--- src/rtl/vgaconsole_pkg.sv ---
// Shared definitions for the VGA text console: glyph geometry, fetch FSM states
// and the glyph row extraction helper.
package vgaconsole_pkg;

  localparam int unsigned GLYPH_W    = 5;
  localparam int unsigned GLYPH_H    = 7;
  localparam int unsigned GLYPH_BITS = GLYPH_W * GLYPH_H;
  localparam int unsigned DEF_CELL_W = 6;

  typedef enum logic [2:0] {
    StIdle,
    StFetch,
    StCapture,
    StLookup,
    StWait
  } fetch_state_e;

  // Row r sits at rom[34-5r -: 5] with the leftmost pixel in the MSB; rows past
  // the glyph height are the blank inter-row gap.
  function automatic logic [GLYPH_W-1:0] glyph_row_bits(input logic [GLYPH_BITS-1:0] rom,
                                                        input logic [2:0]            row);
    logic [GLYPH_BITS-1:0] sh;
    sh = rom << (GLYPH_W * row);
    return (row >= 3'(GLYPH_H)) ? '0 : sh[GLYPH_BITS-1 -: GLYPH_W];
  endfunction

endpackage

--- src/rtl/cell_shifter.sv ---
// Current-cell pixel buffer: shifts one pixel per pix_en and reloads from the
// next buffer so that consecutive cells stream without gaps.
module cell_shifter
  import vgaconsole_pkg::*;
#(
  parameter int unsigned CellW = DEF_CELL_W
) (
  input  logic             clk_i,
  input  logic             rst_i,
  input  logic             flush_i,
  input  logic             pix_en_i,
  input  logic             next_valid_i,
  input  logic [CellW-1:0] next_bits_i,
  input  logic             next_last_i,
  output logic             take_o,
  output logic             starved_o,
  output logic             last_out_o,
  output logic             pixel_o
);

  localparam int unsigned CntW = $clog2(CellW + 1);

  logic [CellW-1:0] sr_q;
  logic [CntW-1:0]  cnt_q;
  logic             last_q;

  assign starved_o  = (cnt_q == '0);
  assign take_o     = next_valid_i && !flush_i &&
                      (starved_o || (cnt_q == CntW'(1) && pix_en_i));
  assign last_out_o = !flush_i && pix_en_i && last_q && (cnt_q == CntW'(1));
  // Zeros shift in, so a drained register already reads as a blank pixel.
  assign pixel_o    = sr_q[CellW-1];

  always_ff @(posedge clk_i) begin
    if (rst_i || flush_i) begin
      sr_q   <= '0;
      cnt_q  <= '0;
      last_q <= 1'b0;
    end else if (take_o) begin
      sr_q   <= next_bits_i;
      cnt_q  <= CntW'(CellW);
      last_q <= next_last_i;
    end else if (pix_en_i && !starved_o) begin
      sr_q  <= sr_q << 1;
      cnt_q <= cnt_q - 1'b1;
    end
  end

endmodule

--- src/rtl/glyph_fetch_sequencer.sv ---
// Scanline glyph sequencer: fetches one text row's characters, slices the
// current glyph row from the character ROM and streams it out per pix_en.
module glyph_fetch_sequencer
  import vgaconsole_pkg::*;
#(
  parameter int unsigned COLS   = 16,
  parameter int unsigned ROWS   = 4,
  parameter int unsigned CELL_W = DEF_CELL_W,
  parameter int unsigned ADDR_W = $clog2(COLS * ROWS)
) (
  input  logic                    clk,
  input  logic                    rst,
  input  logic                    line_start,
  input  logic [2:0]              glyph_row,
  input  logic [$clog2(ROWS)-1:0] text_row,
  input  logic                    pix_en,
  output logic                    txt_req,
  output logic [ADDR_W-1:0]       txt_addr,
  input  logic                    txt_gnt,
  input  logic [7:0]              txt_data,
  output logic [6:0]              rom_addr,
  input  logic [GLYPH_BITS-1:0]   rom_data,
  output logic                    pixel,
  output logic                    active,
  output logic                    underrun,
  output logic                    line_done
);

  localparam int unsigned COL_W = $clog2(COLS);
  localparam int unsigned ROW_W = $clog2(ROWS);

  fetch_state_e      state_q, state_d;
  logic [COL_W-1:0]  col_q, col_d;
  logic [ROW_W-1:0]  row_q;
  logic [2:0]        grow_q;
  logic [7:0]        code_q;
  logic [CELL_W-1:0] next_bits_q;
  logic              next_valid_q;
  logic              next_last_q;
  logic              txt_req_q;
  logic              active_q;
  logic              underrun_q;
  logic              line_done_q;
  logic [CELL_W-1:0] cell_bits;
  logic              take;
  logic              starved;
  logic              last_out;
  logic              is_last_col;

  assign is_last_col = (col_q == COL_W'(COLS - 1));
  assign txt_addr    = ADDR_W'(row_q * COLS + col_q);
  assign rom_addr    = code_q[6:0];
  assign txt_req     = txt_req_q;
  assign active      = active_q;
  assign underrun    = underrun_q;
  assign line_done   = line_done_q;

  always_comb begin
    state_d = state_q;
    col_d   = col_q;
    if (line_start) begin
      state_d = StFetch;
      col_d   = '0;
    end else begin
      case (state_q)
        StIdle:    state_d = StIdle;
        StFetch:   if (txt_gnt) state_d = StCapture;
        StCapture: state_d = StLookup;
        StLookup:  state_d = is_last_col ? StIdle : StWait;
        StWait: begin
          if (!next_valid_q) begin
            col_d   = col_q + 1'b1;
            state_d = StFetch;
          end
        end
        default:   state_d = StIdle;
      endcase
    end
  end

  // Inverse video flips the gap column too, giving solid inverse cells.
  always_comb begin
    cell_bits = '0;
    cell_bits[CELL_W-1 -: GLYPH_W] = glyph_row_bits(rom_data, grow_q);
    cell_bits = cell_bits ^ {CELL_W{code_q[7]}};
  end

  always_ff @(posedge clk) begin
    if (rst) begin
      state_q      <= StIdle;
      col_q        <= '0;
      row_q        <= '0;
      grow_q       <= '0;
      code_q       <= '0;
      next_bits_q  <= '0;
      next_valid_q <= 1'b0;
      next_last_q  <= 1'b0;
      txt_req_q    <= 1'b0;
      active_q     <= 1'b0;
      underrun_q   <= 1'b0;
      line_done_q  <= 1'b0;
    end else begin
      state_q   <= state_d;
      col_q     <= col_d;
      txt_req_q <= (state_d == StFetch);
      if (line_start) begin
        row_q  <= text_row;
        grow_q <= glyph_row;
      end
      // A grant in flight when a line restarts lands in FETCH and is dropped.
      if (state_q == StCapture && !line_start) code_q <= txt_data;

      if (line_start) begin
        next_valid_q <= 1'b0;
      end else if (state_q == StLookup) begin
        next_bits_q  <= cell_bits;
        next_valid_q <= 1'b1;
        next_last_q  <= is_last_col;
      end else if (take) begin
        next_valid_q <= 1'b0;
      end

      if (line_start || last_out) active_q <= 1'b0;
      else if (take)              active_q <= 1'b1;

      if (line_start)                          underrun_q <= 1'b0;
      else if (pix_en && active_q && starved)  underrun_q <= 1'b1;

      line_done_q <= !line_start && last_out;
    end
  end

  cell_shifter #(
    .CellW(CELL_W)
  ) u_cell_shifter (
    .clk_i       (clk),
    .rst_i       (rst),
    .flush_i     (line_start),
    .pix_en_i    (pix_en),
    .next_valid_i(next_valid_q),
    .next_bits_i (next_bits_q),
    .next_last_i (next_last_q),
    .take_o      (take),
    .starved_o   (starved),
    .last_out_o  (last_out),
    .pixel_o     (pixel)
  );

endmodule

--- config.mk ---
export PLATFORM = sky130hd
export DESIGN_NAME = glyph_fetch_sequencer
export DESIGN_NICKNAME = d
export VERILOG_FILES = /design/src/rtl/vgaconsole_pkg.sv /design/src/rtl/cell_shifter.sv /design/src/rtl/glyph_fetch_sequencer.sv
export SDC_FILE = /design/constraint.sdc
export NUM_CORES = 1
export LEC_CHECK = 0
export CELL_PAD_IN_SITES_DETAIL_PLACEMENT = 0
export CELL_PAD_IN_SITES_GLOBAL_PLACEMENT = 1
export CORE_AREA = 2 2 90 92
export DETAILED_ROUTE_END_ITERATION = 6
export DIE_AREA = 0 0 92 94
export PLACE_DENSITY = 0.82
export SYNTH_ARGS = -nofsm -noshare
export SYNTH_HDL_FRONTEND = slang
export SYNTH_SLANG_ARGS = --single-unit
--- constraint.sdc ---
create_clock -name clk -period 4.65 [get_ports clk]
set_clock_uncertainty 0.15 [all_clocks]
set_input_delay 0.465 -clock clk [delete_from_list [all_inputs] [get_ports clk]]
set_output_delay 0.465 -clock clk [all_outputs]
set_load 0.005 [all_outputs]
==> results.py, run 1 <==
metrics = {
    "min_path": {
        "hold_path_class": "flip-flop to flip-flop",
    },
    "cts": {
        "cts-resized-gates": 0,
        "cts-buffers-inserted": 5,
        "cts_tree": "done",
        "cts_sinks": 42,
        "ctsHoldBuffers": 0,
        "cts_buffer_depth": 2,
        "clock_latency_ps": 290,
        "root_buffer": "clkbuf_8",
        "postCtsSetupRepairBufs": 0,
        "path_clk_slew_ps": 80,
        "htree_levels": 2,
    },
    "synthesis": {
        "syn_avg_cell_area_um2": 9.31,
        "yosysTopAreaCell": "dfxtp_1",
        "synth_xor_area_share_pct": 1.70,
        "synthTopCellsByCount": "42 x dfxtp_1, 35 x nand2_1, 34 x nor2_1, 22 x mux2i_1, 20 x mux4_2",
        "synth_most_common_cell": "dfxtp_1",
        "syn_area_um2": 3090,
        "ys_warn_count": 0,
        "synth_top_family_by_area": "multiplexers",
        "synth_seq_area_share_pct": 27.2,
        "synth-compound-area-share_pct": 12.2,
        "yosysUniqueCellTypes": 51,
        "muxShareOfSynthArea_pct": 29.0,
        "ys.flop_type": "dfxtp_1",
        "syn_inst": 332,
        "synth-simple-area-share_pct": 21.0,
        "synthArstFlopShare_pct": 0,
        "synth_area_leaders": "dfxtp_1 27%, mux4_2 15%, mux2i_1 7.1%",
        "synth_top_area_share_pct": 27.2,
        "syn_nets": 392,
        "synth-edff-count": 0,
        "synth_seq_cells": 42,
        "synth_fa_ha_area_share_pct": 2.83,
    },
    "timing": {
        "finalCritPeriodShare_pct": 63.6,
        "hold_viol": 0,
        "worst_pin_slew_ps": 1070,
        "drv_slew": 0,
        "slew_headroom_pct": 27.7,
        "rsz0062_at_grt": "false",
        "setup_viol": 0,
        "holdWs_ps": 305,
        "fmax_ghz": 0.338,
        "fin_crit_ps": 2960,
        "setup_tns_ps": 0,
    },
    "setup_path": {
        "crit_path_end_kind": "flip-flop",
        "r2r-start": "grow_q[2]$_SDFFE_PP0P_",
        "critical_path_arrival_ps": 3040,
        "rrSetupSlack_ps": 1690,
        "cp_max_fo": 17,
        "timing.rr.end": "next_bits_q[4]$_SDFFE_PP0P_",
        "endpoint": "next_bits_q[4]$_SDFFE_PP0P_",
        "crit_type": "flip-flop to flip-flop",
        "worst-r2r-cell-count": 8,
        "worst_setup_path_start_kind": "flip-flop",
        "required_ps": 4730,
        "startpoint": "grow_q[2]$_SDFFE_PP0P_",
    },
    "finish": {
        "post-route-cell-area_um2": 3880,
        "antenna_cells": 0,
        "num-nets-final": 447,
        "drive_gt1_share_pct": 10.8,
        "nFillCells": 734,
        "area_growth_pct": 25.6,
    },
    "floorplanning": {
        "die_h_um": 94,
        "pin_count": 71,
        "core_um2": 7610,
        "start_util_pct": 40.6,
        "die_area_um2": 8650,
        "die_w_um": 92,
        "placementRows": 32,
    },
    "route": {
        "wirelength_mm": 7.37,
        "antenna_left": 0,
        "firstDrtPassIters": 4,
        "wl_per_cell_um": 15.0,
        "via_per_inst": 5.57,
        "vias": 2730,
        "first_iter_violations": 122,
        "drc": 0,
    },
    "job": {
        "max_cap_violations": 0,
    },
    "placed_design": {
        "placed_cell_area_um2": 3790,
        "io_buffers": 70,
        "gp_congestion": 0.857,
        "dp_hpwl_mm": 5.67,
    },
    "grt": {
        "grt_pass1_vias": 2497,
        "grt_max_degree": 39,
        "grt_pass1_wl_mm": 12.0,
        "antenna_found_initial": 0,
        "track_usage_pct": 16.8,
        "gr-total-overflow": 0,
    },
    "pwr": {
        "power-per-cell-area_nw_per_um2": 215,
        "peakVddDrop_v": 0.000101,
        "leakage_nw": 1.30,
    },
    "outcome": {
        "outcome": "finished, final reports clean",
    },
}
[layout by cell type, fill, tap and decap left out, drive strengths merged, types with 2 or more instances in the layout]
| cell type | netlist | layout |
|---|---|---|
| nand2 | 35 | 35 |
| xor2 | 3 | 3 |
| o21ai | 6 | 6 |
| nand4 | 7 | 7 |
| nor4b | 2 | 2 |
| nor3 | 9 | 9 |
| buf | 13 | 4 |
| clkbuf | 13 | 6 |
| a21oi | 18 | 18 |
| o22ai | 4 | 4 |
| nor3b | 3 | 3 |
| clkinv | 0 | 2 |
| mux2 | 6 | 6 |
| nor2b | 6 | 6 |
| or2 | 3 | 3 |
| o31ai | 4 | 4 |
| clkdlybuf4s50 | 0 | 70 |
| nor4 | 4 | 4 |
| a211oi | 11 | 11 |
| mux2i | 22 | 22 |
| nor2 | 34 | 34 |
| nand3b | 4 | 4 |
| mux4 | 26 | 26 |
| nand3 | 9 | 9 |
| ha | 7 | 7 |
| xnor2 | 3 | 3 |
| inv | 9 | 9 |
| a31oi | 6 | 6 |
| nand2b | 9 | 9 |
| dfxtp | 42 | 42 |
| or3 | 3 | 3 |
[how the worst min path moves through the flow]
stage                              from                        to  cells past startpoint
2_1_floorplan  next_last_q$_SDFFE_PP0P_  next_last_q$_SDFFE_PP0P_                      2
5_1_grt          code_q[0]$_SDFFE_PP0P_    code_q[0]$_SDFFE_PP0P_                      2
3_5_place_dp     code_q[6]$_SDFFE_PP0P_    code_q[6]$_SDFFE_PP0P_                      2
3_3_place_gp     code_q[5]$_SDFFE_PP0P_    code_q[5]$_SDFFE_PP0P_                      2
4_1_cts          code_q[1]$_SDFFE_PP0P_    code_q[1]$_SDFFE_PP0P_                      2
6_report         code_q[1]$_SDFFE_PP0P_    code_q[1]$_SDFFE_PP0P_                      2
[metal layers]
layer | vias to the layer above | wire (um) | track usage [%]
met5 | - | 0 | 0
met1 | 1282 | 3410 | 22.9
met3 | 4 | 348 | 2.09
met2 | 81 | 3570 | 29.2
met4 | 0 | 41 | 2.61
li1 | 1363 | - | -
[kinds of logic (layout without fill, tap and decap cells)]
family          Yosys count  after routing
simple gates            131            131
xor+xnor                  6              6
compound gates           57             57
fa+ha+maj                 7              7
flops                    42             42
buf+inv                  35             91
mux                      54             54
[power by group]
part / switching [W] / internal [W]
registers: 0.00000406 / 0.000365
clock network: 0.000126 / 0.000106
logic: 0.000105 / 0.000130
total: 0.000235 / 0.000601
[stage by stage]
stage	power, W	instances	setup WS [ps]	utilization (%)
after floorplan	0.000533	332	2150	-
after global placement	0.000610	482	1620	49.9
after detailed placement	0.000612	482	1550	49.9
after CTS	0.000844	490	1670	51.0
after global routing	0.000880	490	1520	51.0
final	0.000836	490	1690	51.0
[critical path, stage by stage, from the launching register on]
cell and delay, ps:
dfxtp_1 370, ha_1 780, buf_4 340, mux4_2 330, nor4b_1 160, a41oi_1 170, nand4_1 140, or3_1 380
nand3_1 80
[registers in the layout, indices dropped and copies added, names as in the netlist, 2 cells and up]
register              cells
col_q                     4
u_cell_shifter.sr_q       6
row_q                     2
state_q                   3
u_cell_shifter.cnt_q      3
grow_q                    3
next_bits_q               6
code_q                    8
[layout make-up]
| type | instances | area, um^2 | area share [%] |
|---|---|---|---|
| clock buffer | 6 | 72.6 | 1.87 |
| tap | 102 | 128 | 3.29 |
| sequential | 42 | 841 | 21.7 |
| inverter | 9 | 33.8 | 0.870 |
| clock inverter | 2 | 13.8 | 0.355 |
| multi-input combinational | 255 | 2060 | 53.1 |
| timing repair buffer | 74 | 731 | 18.8 |
(Power assumes the default switching activity.)
==> run 2, diff against run 1 <==
--- a/config.mk
+++ b/config.mk
@@ -7,10 +7,10 @@
 export LEC_CHECK = 0
 export CELL_PAD_IN_SITES_DETAIL_PLACEMENT = 0
 export CELL_PAD_IN_SITES_GLOBAL_PLACEMENT = 1
-export CORE_AREA = 2 2 90 92
+export CORE_AREA = 2 2 94 96
 export DETAILED_ROUTE_END_ITERATION = 6
-export DIE_AREA = 0 0 92 94
-export PLACE_DENSITY = 0.82
+export DIE_AREA = 0 0 96 98
+export PLACE_DENSITY = 0.75
 export SYNTH_ARGS = -nofsm -noshare
 export SYNTH_HDL_FRONTEND = slang
 export SYNTH_SLANG_ARGS = --single-unit
==> constraint.sdc (replaced) <==
create_clock -name clk -period 2.75 [get_ports clk]
set_clock_uncertainty 0.15 [all_clocks]
set_input_delay 0.275 -clock clk [delete_from_list [all_inputs] [get_ports clk]]
set_output_delay 0.275 -clock clk [all_outputs]
set_load 0.005 [all_outputs]
==> run 2 against run 1 <==
Compared with the run above: core utilization down 3.7 points; register-to-register slack got worse by 1500 ps; die area up 8.8%; final area grew 3.3%; critical path depth rose by 2.
==> results.py, run 2 (synthesized netlist as in run 1, its figures left out) <==
metrics = {
    "setup_path": {
        "critPathMaxStageDelay_ps": 390,
        "rrSetupSlack_ps": 190,
        "r2r-start": "grow_q[0]$_SDFFE_PP0P_",
        "crit_top_cell": "ha_1",
        "required_ps": 2830,
        "timing.rr.end": "next_bits_q[4]$_SDFFE_PP0P_",
        "critical_path_arrival_ps": 2640,
        "worst_setup_path_start_kind": "flip-flop",
        "startpoint": "grow_q[0]$_SDFFE_PP0P_",
        "crit_path_end_kind": "flip-flop",
        "worst-r2r-cell-count": 10,
        "endpoint": "next_bits_q[4]$_SDFFE_PP0P_",
        "crit_type": "flip-flop to flip-flop",
        "crit_chain": "ha_1, ha_2, ha_1, buf_4, nand2_1, nor2_1, a41oi_1, nand4_1, or3_1, nand3_1",
        "cp_max_fo": 9,
        "critPathSlowestCell": "ha_1",
    },
    "cts": {
        "root_buffer": "clkbuf_8",
        "cts-buffers-inserted": 5,
        "cts_sinks": 42,
        "path_clk_slew_ps": 80,
        "htree_levels": 2,
        "cts_buffer_depth": 2,
        "clock_latency_ps": 280,
        "cts_tree": "done",
    },
    "grt": {
        "antenna_found_initial": 0,
        "grt_max_degree": 31,
        "grt_pass1_vias": 2698,
        "gr-total-overflow": 0,
        "grt_pass1_wl_mm": 13.0,
        "track_usage_pct": 17.1,
    },
    "route": {
        "wl_per_cell_um": 15.2,
        "via_per_inst": 5.49,
        "firstDrtPassIters": 4,
        "antenna_left": 0,
        "vias": 2798,
        "drc": 0,
        "wirelength_mm": 7.77,
        "first_iter_violations": 101,
    },
    "timing": {
        "fmax_ghz": 0.391,
        "worst_pin_slew_ps": 712,
        "setup_tns_ps": 0,
        "slew_headroom_pct": 52.2,
        "finalCritPeriodShare_pct": 93.0,
        "fin_crit_ps": 2560,
        "rsz0062_at_grt": "false",
        "setup_viol": 0,
        "hold_viol": 0,
        "drv_slew": 0,
    },
    "floorplanning": {
        "die_h_um": 98,
        "pin_count": 71,
        "core_um2": 8470,
        "die_w_um": 96,
        "die_area_um2": 9410,
        "start_util_pct": 36.5,
        "placementRows": 34,
    },
    "placed_design": {
        "placed_cells": 503,
        "gp_congestion": 0.846,
        "io_buffers": 70,
        "dp_hpwl_mm": 6.11,
        "placed_cell_area_um2": 3930,
    },
    "finish": {
        "antenna_cells": 0,
        "layout_commonest_cell": "clkdlybuf4s50_1",
        "mostFrequentLayoutCells": "70 x clkdlybuf4s50_1, 42 x dfxtp_1, 35 x nand2_1",
        "multi_input_area_um2": 2060,
        "post-route-cell-area_um2": 4010,
        "drive_gt1_share_pct": 14.4,
        "final_cells": 510,
        "largest_reg_flops": 8,
        "layout.area.seq_um2": 841,
        "num-nets-final": 462,
        "area_growth_pct": 29.7,
        "regMostFlops": "code_q",
        "nFillCells": 804,
        "reg_top3": "code_q: 8 flops, next_bits_q: 6 flops, u_cell_shifter.sr_q: 6 flops",
    },
    "pwr": {
        "power-per-cell-area_nw_per_um2": 353,
        "peakVddDrop_v": 0.000177,
        "leakage_nw": 1.37,
    },
    "job": {
        "max_cap_violations": 0,
    },
    "min_path": {
        "hold_path_class": "flip-flop to flip-flop",
        "worstHoldPathCells": 2,
    },
    "outcome": {
        "outcome": "finished, final reports clean",
    },
}
==> run 2: cell types whose count changed in the layout (fill, tap and decap cells not counted) <==
cell / delta
clkinv_4: -1
clkbuf_1: -1
buf_12: +1
buf_4: +14
clkinv_2: +1
ha_1: -1
ha_2: +1
==> run 2: metal layers <==
| metal | part of all wire [%] | global-route usage, % | wire [um] |
|---|---|---|---|
| met3 | 3.4 | 1.93 | 267 |
| met5 | 0 | 0 | 0 |
| met1 | 45 | 22.1 | 3470 |
| met2 | 51 | 30.2 | 3960 |
| met4 | 0.88 | 4.18 | 68 |
==> run 2: metrics by stage <==
| stage | hold slack (ps) | worst slack, ps | utilization, % | total power [W] |
|---|---|---|---|---|
| finish | 308 | 192 | 47.4 | 0.00141 |
| detailed placement | 299 | 203 | 46.4 | 0.00106 |
| global placement | 291 | 224 | 46.4 | 0.00105 |
| CTS | 311 | 193 | 47.3 | 0.00144 |
| floorplan | 261 | 246 | - | 0.000901 |
| global route | 338 | 18.6 | 47.4 | 0.00150 |
==> run 2: critical path, delay by kind of cell, from the launching register on <==
kind            cells  cell delay, ps
compound gates      1             230
fa+ha+maj           3             740
buf+inv             1             210
flops               1             320
simple gates        5             850
==> run 2: layout make-up <==
type | count | share of cell area (%)
Inverter | 9 | 0.843
Multi-Input combinational cell | 255 | 51.5
Timing Repair Buffer | 89 | 21.3
Clock buffer | 5 | 1.72
Tap cell | 108 | 3.37
Clock inverter | 2 | 0.250
Sequential cell | 42 | 21.0
==> run 2: worst min path at each step <==
stage,end,start
floorplan,code_q[0]$_SDFFE_PP0P_,txt_data[0]
global placement,code_q[1]$_SDFFE_PP0P_,code_q[1]$_SDFFE_PP0P_
detailed placement,code_q[1]$_SDFFE_PP0P_,code_q[1]$_SDFFE_PP0P_
CTS,code_q[1]$_SDFFE_PP0P_,code_q[1]$_SDFFE_PP0P_
global route,code_q[3]$_SDFFE_PP0P_,code_q[3]$_SDFFE_PP0P_
finish,code_q[0]$_SDFFE_PP0P_,code_q[0]$_SDFFE_PP0P_
==> run 2: power by group <==
part           internal (W)  switching (W)  total [W]  leakage (nW)
registers          0.000616     0.00000700   0.000623         0.340
logic              0.000235       0.000184   0.000419         0.988
clock network      0.000171       0.000200   0.000371        0.0438
total               0.00102       0.000391    0.00141          1.37
==> run 2: timing repair <==
item                                    in CTS  in global routing
endpoints found under the hold margin        0                  0
hold buffers                                 0                  0
setup buffers                                0                  0
gates resized for setup                      0                  1
endpoints found under the setup margin       0                  1
==> run 3, diff against run 2 <==
--- a/config.mk
+++ b/config.mk
@@ -8,6 +8,7 @@
 export CELL_PAD_IN_SITES_DETAIL_PLACEMENT = 0
 export CELL_PAD_IN_SITES_GLOBAL_PLACEMENT = 1
 export CORE_AREA = 2 2 94 96
+export CTS_CLUSTER_SIZE = 10
 export DETAILED_ROUTE_END_ITERATION = 6
 export DIE_AREA = 0 0 96 98
 export PLACE_DENSITY = 0.75
==> results of run 3 <==
Same layout as run 2: the final DEF is identical, and so are final timing and power.
